$ cat src/rtl/vga_timing_monitor.sv
// Receive-side VGA raster checker: measures line/frame/sync timing on pix_en cycles,
// declares lock after consecutive matching frames and captures one programmable pixel.
module vga_timing_monitor #(
  parameter int H_TOTAL     = 800,
  parameter int V_TOTAL     = 525,
  parameter int H_SYNC      = 96,
  parameter int V_SYNC      = 2,
  parameter int LOCK_FRAMES = 2,
  parameter int CW          = 12
) (
  input  logic          clk,
  input  logic          rst,
  input  logic          pix_en,
  input  logic          hsync_in,
  input  logic          vsync_in,
  input  logic [7:0]    red_in,
  input  logic [7:0]    green_in,
  input  logic [7:0]    blue_in,
  input  logic [CW-1:0] sample_x,
  input  logic [CW-1:0] sample_y,
  output logic [CW-1:0] h_total,
  output logic [CW-1:0] v_total,
  output logic [CW-1:0] h_sync_w,
  output logic [CW-1:0] v_sync_w,
  output logic          locked,
  output logic          frame_done,
  output logic          timing_err,
  output logic [23:0]   sample_rgb,
  output logic          sample_valid
);

  localparam int MW = $clog2(LOCK_FRAMES + 1);
  localparam logic [CW-1:0] CNT_MAX   = '1;
  localparam logic [CW-1:0] H_TOTAL_C = CW'(H_TOTAL);
  localparam logic [CW-1:0] V_TOTAL_C = CW'(V_TOTAL);
  localparam logic [CW-1:0] H_SYNC_C  = CW'(H_SYNC);
  localparam logic [CW-1:0] V_SYNC_C  = CW'(V_SYNC);
  localparam logic [MW-1:0] LOCK_C    = MW'(LOCK_FRAMES);

  typedef enum logic [1:0] {S_SEARCH, S_MEASURE, S_LOCKED} state_t;

  state_t        state_q, state_d;
  logic [CW-1:0] h_cnt_q, h_cnt_d, v_cnt_q, v_cnt_d;
  logic [CW-1:0] hs_w_q, hs_w_d, vs_w_q, vs_w_d;
  logic [CW-1:0] h_total_q, h_total_d, v_total_q, v_total_d;
  logic [CW-1:0] h_sync_w_q, h_sync_w_d, v_sync_w_q, v_sync_w_d;
  logic          hs_prev_q, hs_prev_d, vs_prev_q, vs_prev_d;
  logic          line_bad_q, line_bad_d;
  logic [MW-1:0] match_cnt_q, match_cnt_d;
  logic          frame_done_q, frame_done_d, timing_err_q, timing_err_d;
  logic          sample_valid_q, sample_valid_d;
  logic [23:0]   sample_rgb_q, sample_rgb_d;

  function automatic logic [CW-1:0] sat_inc(input logic [CW-1:0] v);
    return (v == CNT_MAX) ? v : v + CW'(1);
  endfunction

  logic          hs_rise, hs_fall, vs_rise, vs_fall, in_meas, line_err, frame_ok;
  logic [CW-1:0] h_idx, v_idx, h_meas, v_meas;

  assign hs_rise  = hsync_in & ~hs_prev_q;
  assign hs_fall  = ~hsync_in & hs_prev_q;
  assign vs_rise  = vsync_in & ~vs_prev_q;
  assign vs_fall  = ~vsync_in & vs_prev_q;
  assign in_meas  = (state_q != S_SEARCH);
  assign h_meas   = h_cnt_q + CW'(1);
  assign v_meas   = v_cnt_q + CW'(1);
  // Index of the current pixel/line; a coincident vsync rise makes this line 0.
  assign h_idx    = hs_rise ? '0 : sat_inc(h_cnt_q);
  assign v_idx    = vs_rise ? '0 : (hs_rise ? sat_inc(v_cnt_q) : v_cnt_q);
  assign line_err = hs_rise & in_meas & (h_meas != H_TOTAL_C);
  assign frame_ok = (v_meas == V_TOTAL_C) && !(line_bad_q | line_err) &&
                    (h_sync_w_q == H_SYNC_C) && (v_sync_w_q == V_SYNC_C);

  always_comb begin
    state_d        = state_q;
    h_cnt_d        = h_cnt_q;
    v_cnt_d        = v_cnt_q;
    hs_w_d         = hs_w_q;
    vs_w_d         = vs_w_q;
    h_total_d      = h_total_q;
    v_total_d      = v_total_q;
    h_sync_w_d     = h_sync_w_q;
    v_sync_w_d     = v_sync_w_q;
    hs_prev_d      = hs_prev_q;
    vs_prev_d      = vs_prev_q;
    line_bad_d     = line_bad_q;
    match_cnt_d    = match_cnt_q;
    sample_rgb_d   = sample_rgb_q;
    frame_done_d   = 1'b0;
    timing_err_d   = 1'b0;
    sample_valid_d = 1'b0;
    if (pix_en) begin
      hs_prev_d  = hsync_in;
      vs_prev_d  = vsync_in;
      h_cnt_d    = h_idx;
      v_cnt_d    = v_idx;
      line_bad_d = line_bad_q | line_err;
      if (hs_rise) h_total_d = h_meas;
      if (hs_rise) hs_w_d = CW'(1);
      else if (hsync_in) hs_w_d = sat_inc(hs_w_q);
      if (hs_fall) h_sync_w_d = hs_w_q;
      if (vs_rise) begin
        v_total_d = v_meas;
        vs_w_d    = hs_rise ? CW'(1) : '0;
      end else if (vsync_in && hs_rise) begin
        vs_w_d = sat_inc(vs_w_q);
      end
      if (vs_fall) v_sync_w_d = vs_w_q;

      case (state_q)
        S_SEARCH: begin
          if (vs_rise) state_d = S_MEASURE;
        end
        S_MEASURE, S_LOCKED: begin
          if (vs_rise) begin
            frame_done_d = 1'b1;
            line_bad_d   = 1'b0;
            if (!frame_ok) begin
              match_cnt_d  = '0;
              timing_err_d = 1'b1;
              state_d      = S_MEASURE;
            end else if (state_q == S_MEASURE) begin
              match_cnt_d = match_cnt_q + MW'(1);
              if (match_cnt_q + MW'(1) == LOCK_C) state_d = S_LOCKED;
            end
          end else if (h_idx == CNT_MAX || v_idx == CNT_MAX) begin
            // Sync lost: the state leaves MEASURE/LOCKED, so this fires once.
            timing_err_d = 1'b1;
            match_cnt_d  = '0;
            line_bad_d   = 1'b0;
            state_d      = S_SEARCH;
          end
        end
        default: state_d = S_SEARCH;
      endcase

      if (in_meas && h_idx == sample_x && v_idx == sample_y) begin
        sample_rgb_d   = {red_in, green_in, blue_in};
        sample_valid_d = 1'b1;
      end
    end
  end

  always_ff @(posedge clk) begin
    if (rst) begin
      state_q        <= S_SEARCH;
      h_cnt_q        <= '0;
      v_cnt_q        <= '0;
      hs_w_q         <= '0;
      vs_w_q         <= '0;
      h_total_q      <= '0;
      v_total_q      <= '0;
      h_sync_w_q     <= '0;
      v_sync_w_q     <= '0;
      hs_prev_q      <= 1'b0;
      vs_prev_q      <= 1'b0;
      line_bad_q     <= 1'b0;
      match_cnt_q    <= '0;
      frame_done_q   <= 1'b0;
      timing_err_q   <= 1'b0;
      sample_valid_q <= 1'b0;
      sample_rgb_q   <= '0;
    end else begin
      state_q        <= state_d;
      h_cnt_q        <= h_cnt_d;
      v_cnt_q        <= v_cnt_d;
      hs_w_q         <= hs_w_d;
      vs_w_q         <= vs_w_d;
      h_total_q      <= h_total_d;
      v_total_q      <= v_total_d;
      h_sync_w_q     <= h_sync_w_d;
      v_sync_w_q     <= v_sync_w_d;
      hs_prev_q      <= hs_prev_d;
      vs_prev_q      <= vs_prev_d;
      line_bad_q     <= line_bad_d;
      match_cnt_q    <= match_cnt_d;
      frame_done_q   <= frame_done_d;
      timing_err_q   <= timing_err_d;
      sample_valid_q <= sample_valid_d;
      sample_rgb_q   <= sample_rgb_d;
    end
  end

  assign h_total      = h_total_q;
  assign v_total      = v_total_q;
  assign h_sync_w     = h_sync_w_q;
  assign v_sync_w     = v_sync_w_q;
  assign locked       = (state_q == S_LOCKED);
  assign frame_done   = frame_done_q;
  assign timing_err   = timing_err_q;
  assign sample_rgb   = sample_rgb_q;
  assign sample_valid = sample_valid_q;

endmodule

$ cat config.mk
export PLATFORM = sky130hd
export DESIGN_NAME = vga_timing_monitor
export DESIGN_NICKNAME = d
export VERILOG_FILES = /design/src/rtl/vga_timing_monitor.sv
export SDC_FILE = /design/constraint.sdc
export NUM_CORES = 1
export LEC_CHECK = 0
export CAP_MARGIN = 40
export CORE_AREA = 4 4 155 157
export CTS_BUF_LIST = sky130_fd_sc_hd__clkbuf_4 sky130_fd_sc_hd__clkbuf_8
export CTS_CLUSTER_DIAMETER = 30
export DETAILED_ROUTE_END_ITERATION = 8
export DIE_AREA = 0 0 159 161
export GPL_ROUTABILITY_DRIVEN = 0
export SLEW_MARGIN = 20
export SYNTH_ARGS = -nofsm -noshare
export SYNTH_HDL_FRONTEND = slang
export SYNTH_SLANG_ARGS = --single-unit
$ cat constraint.sdc
create_clock -name clk -period 2.9 [get_ports clk]
set_input_delay 0.58 -clock clk [delete_from_list [all_inputs] [get_ports clk]]
set_output_delay 0.58 -clock clk [all_outputs]
set_load 0.01 [all_outputs]
Yosys cells after proc, flatten, opt, wreduce, memory -nomap -nowiden
Index checks and enable logic that the tools add are counted.

storage, ports and cells
  bits in latches = 0
  bits in registers = 130
  word-level logic and storage cells = 112
  output and inout port bits = 76
  memory bits (writable) = 0
  bits of input ports = 53
  memories kept = 0
  memory bits (read-only) = 0

cells by class
  shifts and indexed selects = 0
  $add $sub $neg = 5
  eq/ne operators = 22
  $mul = 0
  muxes and demuxes = 30
  reductions and logical operators = 25
  magnitude comparators = 0
  bitwise logic cells = 13
  divide/modulo/power cells = 0

operator list
  kind                                                                        count
  12-bit two-way mux                                                          11
  12-bit == test (second input constant)                                      6
  12-bit by 1-bit adder with 12-bit output (second input constant)            4
  12-bit == test                                                              2
  2-bit two-way mux                                                           9
  12-bit by 10-bit == test with 1-bit output (second input constant)          1
  12-bit by 2-bit == test with 1-bit output (second input constant)           1
  12-bit by 7-bit == test with 1-bit output (second input constant)           1
  12-bit by 10-bit inequality test with 1-bit output (second input constant)  1
  2-bit AND reduction                                                         5
  1-bit two-way mux                                                           9
  4-bit inequality test (second input constant)                               2
  2-bit nonzero test                                                          4
  1-bit AND                                                                   6
  1-bit logical AND                                                           6
  2-bit inequality test (second input constant)                               3
  1-bit inverter                                                              6
  3-bit AND reduction                                                         2
  5-bit AND reduction                                                         1
  2-bit == test (second input constant)                                       2
  2-bit one-hot mux with 2 select lines                                       1
  4-bit AND reduction                                                         1
  2-bit OR reduction                                                          2
  3-bit by 2-bit inequality test with 1-bit output (second input constant)    1
  8 further kinds                                                             8

Longest topological paths before layout
Gate-level depths: netlist of run 1.

  depth after elaboration = 12
  depth in mapped cells = 13
  depth with buffers taken out = 10

Worst setup path before layout of run 1
OpenSTA, ideal clock, no wires.

  kind = reg2reg
  start point = reg v_cnt_q[1]
  end point = reg sample_rgb_q[10] (netlist: sample_rgb[10])
  library setup time = 0.132 ns
  stages on the path, launching flop included = 13
  period minus slack after synthesis = 2.848 ns
  arrival time = 2.716 ns
  buffers on the path = 3
  data required time = 2.768 ns
  setup slack = 0.052 ns
  cell sequence = dfxtp_1 -> ha_1 -> and4_4 -> a41o_1 -> buf_4 -> mux2i_1 -> or3_1 -> o2111ai_1 -> or3b_1 -> clkbuf_1 -> buf_6 -> o31ai_1 -> a21oi_1

on the way
  longest elaborated chain between the ends = 7
  elaborated cells on any way between the ends = 8
  those cells by class = 1 x add/sub; 2 x eq/ne; 3 x mux; 2 x reduce/logical

ends and longest elaborated chain
  what                                                                               RTL line  text
  from (decl)                                                                        43        logic [CW-1:0] h_cnt_q, h_cnt_d, v_cnt_q, v_cnt_d;
  from (signal assigned)                                                             167       v_cnt_q <= v_cnt_d;
  12-bit by 1-bit adder with 12-bit output / 12-bit == test (equally long branches)  55        return (v == CNT_MAX) ? v : v + CW'(1);
  12-bit two-way mux                                                                 55
  12-bit two-way mux (*) (2 in a row)                                                70        assign v_idx = vs_rise ? '0 : (hs_rise ? sat_inc(v_cnt_q) : v_cnt_q);
  12-bit == test (*)                                                                 138       if (in_meas && h_idx == sample_x && v_idx == sample_y) begin
  1-bit logical AND (*)                                                              138
  2-bit AND reduction (no source line) (*)                                           --
  to (signal assigned)                                                               181       sample_rgb_q <= sample_rgb_d;
  to (decl)                                                                          52        logic [23:0] sample_rgb_q, sample_rgb_d;

Every way passes the cells marked *; elsewhere a longest branch is shown, timed or not.
A chain may end at the register's enable or synchronous reset.

Final worst setup path of run 1
  start point = reg v_cnt_q[1]
  end point = reg state_q[1]

on the way
  longest elaborated chain between the ends = 8
  elaborated cells on any way between the ends = 18
  those cells by class = 1 x add/sub; 6 x eq/ne; 6 x mux; 5 x reduce/logical

ends and longest elaborated chain
  what                                                                                                  RTL line  text
  12-bit by 1-bit adder with 12-bit output / 12-bit == test (equally long branches)                     55, 67
  12-bit two-way mux / 12-bit by 10-bit == test with 1-bit output (equally long branches)               55, 72
  12-bit two-way mux / 1-bit logical AND (equally long branches) (2 in a row)                           70, 72
  12-bit == test / 1-bit logical AND (equally long branches)                                            127, 73
  1-bit logical OR / 2-bit two-way mux (equally long branches)                                          127, 119
  3-bit inequality test (no source line) / 2-bit two-way mux (equally long branches)                    --
  5-bit AND reduction (no source line) / 2-bit one-hot mux with 2 select lines (equally long branches)  --
  to (signal assigned)                                                                                  165       state_q <= state_d;
  to (decl)                                                                                             42        state_t state_q, state_d;

Several ways; a longest one is shown, not always the timed one.

==> results.cfg, run 1 <==
[run_status]
status = completed

[drt]
wl_um = 27590
post_drt_wl_per_cell_um = 18.40
vias = 8530
avgViaCountPerCell = 5.687
dr.pass1.iters = 7
detail-route-antenna-nets = 0
drc_errors = 0
drtIter0Drc = 604

[pwr]
p_seq_frac = 0.463
total_power_uw = 3956
clock_power_share = 0.409
pwr-share-comb = 0.128
p_sw_frac = 0.2741
switchingPower_uw = 1084
p_int_uw = 2872
p_leak_uw = 0.004042
ir_worst_vdd_uv = 254.0
p_per_area_nw_per_um2 = 354.3

[sta]
finalHoldViolations = 0
finClkSkew_ns = 0.02059
period_minus_slack_ns = 2.871
clock.fmax_mhz = 348.3
setup_viol = 0
tns_ns = 0
finalMaxSlewViolations = 0
rsz0062_at_grt = true
setup_slack_ns = 0.02903
relSlewSlack = 0.6183
period_share = 0.9900
worstMarginPinSlew_ns = 0.5726

[floorplanning]
die_h_um = 161
die-area_um2 = 25600
core_um2 = 22500
rows = 55
start_util = 0.3483
die_x_um = 159
ioPinCount = 129

[layout]
drive_gt1_frac = 0.2257
fillers = 2142
final_nets = 1265
mostFrequentLayoutCells = buf_4, clkdlybuf4s50_1, dfxtp_1
syn_to_final_growth_pct = 42.43
design_area_um2 = 11160
final_common_cell = buf_4
final_cells = 1500

[critical_path]
crit_top_cell = buf_4
path_cells = ha_4, and4_4, buf_6, nand3_2, buf_6, nor4bb_4, buf_4, buf_4, o2111ai_2, nor4_2, nand2_1, buf_4, nor4_2, o21a_1
timing.critical_path.slowest_stage_cell = dfxtp_2
critPathKind = flop to flop
critPathCaptureType = flop
cp-start-kind = flop
crit_path_max_incr_delay_ns = 0.36
required_ns = 3.28
path_max_fanout = 2
cp.arrival_ns = 3.25

[global_routing]
overflow = 0
antenna_found_initial = 1
track_usage = 0.2043
grt_pass1_wl_um = 43090
grt_max_degree = 46
grt_pass1_vias = 8144

[cts]
cts_sinks = 130
tritoncts = yes
cts_buffers = 17
clkSlewWorstSetupHoldPaths_ns = 0.08
clockBufferDepth = 2
htreeDepth = 4
ctsRootBufferMaster = clkbuf_8
clk_latency_ns = 0.45

[synth]
yosysTopAreaCell = dfxtp_1
netlist_instances = 980
ys_warn_count = 0
async_reset_ff_frac = 0
synth-edff-count = 0
synth_top_area_frac = 0.3320
seq_area_frac_synth = 0.3320
netlist_area_um2 = 7839
synth_nets = 1044
synth_cell_types = 78
synth_area_leaders = dfxtp_1, a21oi_1, nor2_1
ys_ff_latch = 130
synthFlopType = dfxtp_1
syn_avg_cell_area_um2 = 7.999

[placement]
dp_cells = 1451
io_buffers = 128
post_dp_cell_area_um2 = 10220
hpwl_um = 19480
place_ws_ns = -0.5069

[min_path]
min_path_type = flop to flop

[job]
max_cap_violations = 0
[cell type report]
cell class              instances  area, um2  share of cell area
multi-input cells             747       5085              0.4555
flip-flops and latches        130       2621              0.2348
repair buffers                282       2615              0.2342
well taps                     285      356.6             0.03194
clock buffers                  20      269.0             0.02409
clock inverters                12      128.9             0.01154
inverters                      23      86.33            0.007733
diodes                          1      2.502           0.0002241
[power by group through the flow]
stage | registers [uW] | logic [uW] | clock network, uW
global route | 1830 | 547 | 1730
detailed placement | 1870 | 488 | 0
global placement | 1870 | 488 | 0
finish | 1830 | 508 | 1620
CTS | 1830 | 492 | 1650
floorplan | 1880 | 215 | 0
[flip-flops by register name (all words and copies together) (netlist names)]
signal	count
h_total	12
hs_prev_q	1
v_sync_w	12
match_cnt_q	2
timing_err	1
hs_w_q	12
vs_prev_q	1
frame_done	1
line_bad_q	1
h_sync_w	12
v_total	12
sample_valid	1
h_cnt_q	12
sample_rgb	24
state_q	2
vs_w_q	12
v_cnt_q	12
[timing repair]
action                     4_1_cts  5_1_grt
hold buffers                     0        0
buffers inserted                 4       10
cloned                           0        2
pin swaps                        7       27
gates resized for setup         19       68
setup endpoints to repair       29       29
[per-layer routing]
metal	GRT usage	wire, um	vias up
met5	0	0	-
met2	0.3267	12670	308
met3	0.04159	1705	50
met1	0.2726	12570	4055
met4	0.07890	645	0
li1	-	-	4117
[Yosys cell counts (27+ instances only)]
cell type,count
nand3_1,36
o21ai_0,36
mux2i_1,33
a21oi_1,83
nor2_1,106
buf_2,33
nand2_1,60
nor3_1,31
a211oi_1,31
dfxtp_1,130
o31ai_1,27
clkbuf_1,32
nand4_1,48
[critical path, delay by kind of cell, from the launching register on]
family / cells / cell delay, ns
simple gates: 6 / 1.34
buf+inv: 5 / 0.68
flops: 1 / 0.36
compound gates: 2 / 0.27
fa+ha+maj: 1 / 0.15
[kinds of logic (layout without fill, tap and decap cells)]
kind of cell,count (synthesis),in the layout,share of synthesized area
AOI/OAI and AO/OA,262,262,0.2283
buffers and inverters,103,337,0.05986
other,0,1,0
xor gates and xnor gates,40,40,0.04469
DFF,130,130,0.3320
muxes,34,34,0.04358
adders and majority gates,11,11,0.01756
and+or+nand+nor,400,400,0.2741
[final timing paths]
check	start	end	slack, ns	depth (start not counted)
worst max-delay path	v_cnt_q[1]	state_q[1]	0.03	14
worst min-delay path	sample_rgb[14]	sample_rgb[14]	0.47	2
worst max register to register	v_cnt_q[1]	state_q[1]	0.03	14
worst min register to register	sample_rgb[14]	sample_rgb[14]	0.47	2
[stage by stage]
step	hold WS [ns]	utilization
6_report	0.4676	0.4961
5_1_grt	0.4882	0.4961
4_1_cts	0.4713	0.4773
3_5_place_dp	0.4603	0.4542
3_3_place_gp	0.4496	0.4542
2_1_floorplan	0.4339	-
Note: power is estimated with default switching activity, not from simulation.
==> run 2, diff against run 1 <==
SLEW_MARGIN = default   (was 20)
==> results of run 2 <==
No change in the layout: final DEF, timing and power equal those of run 1.
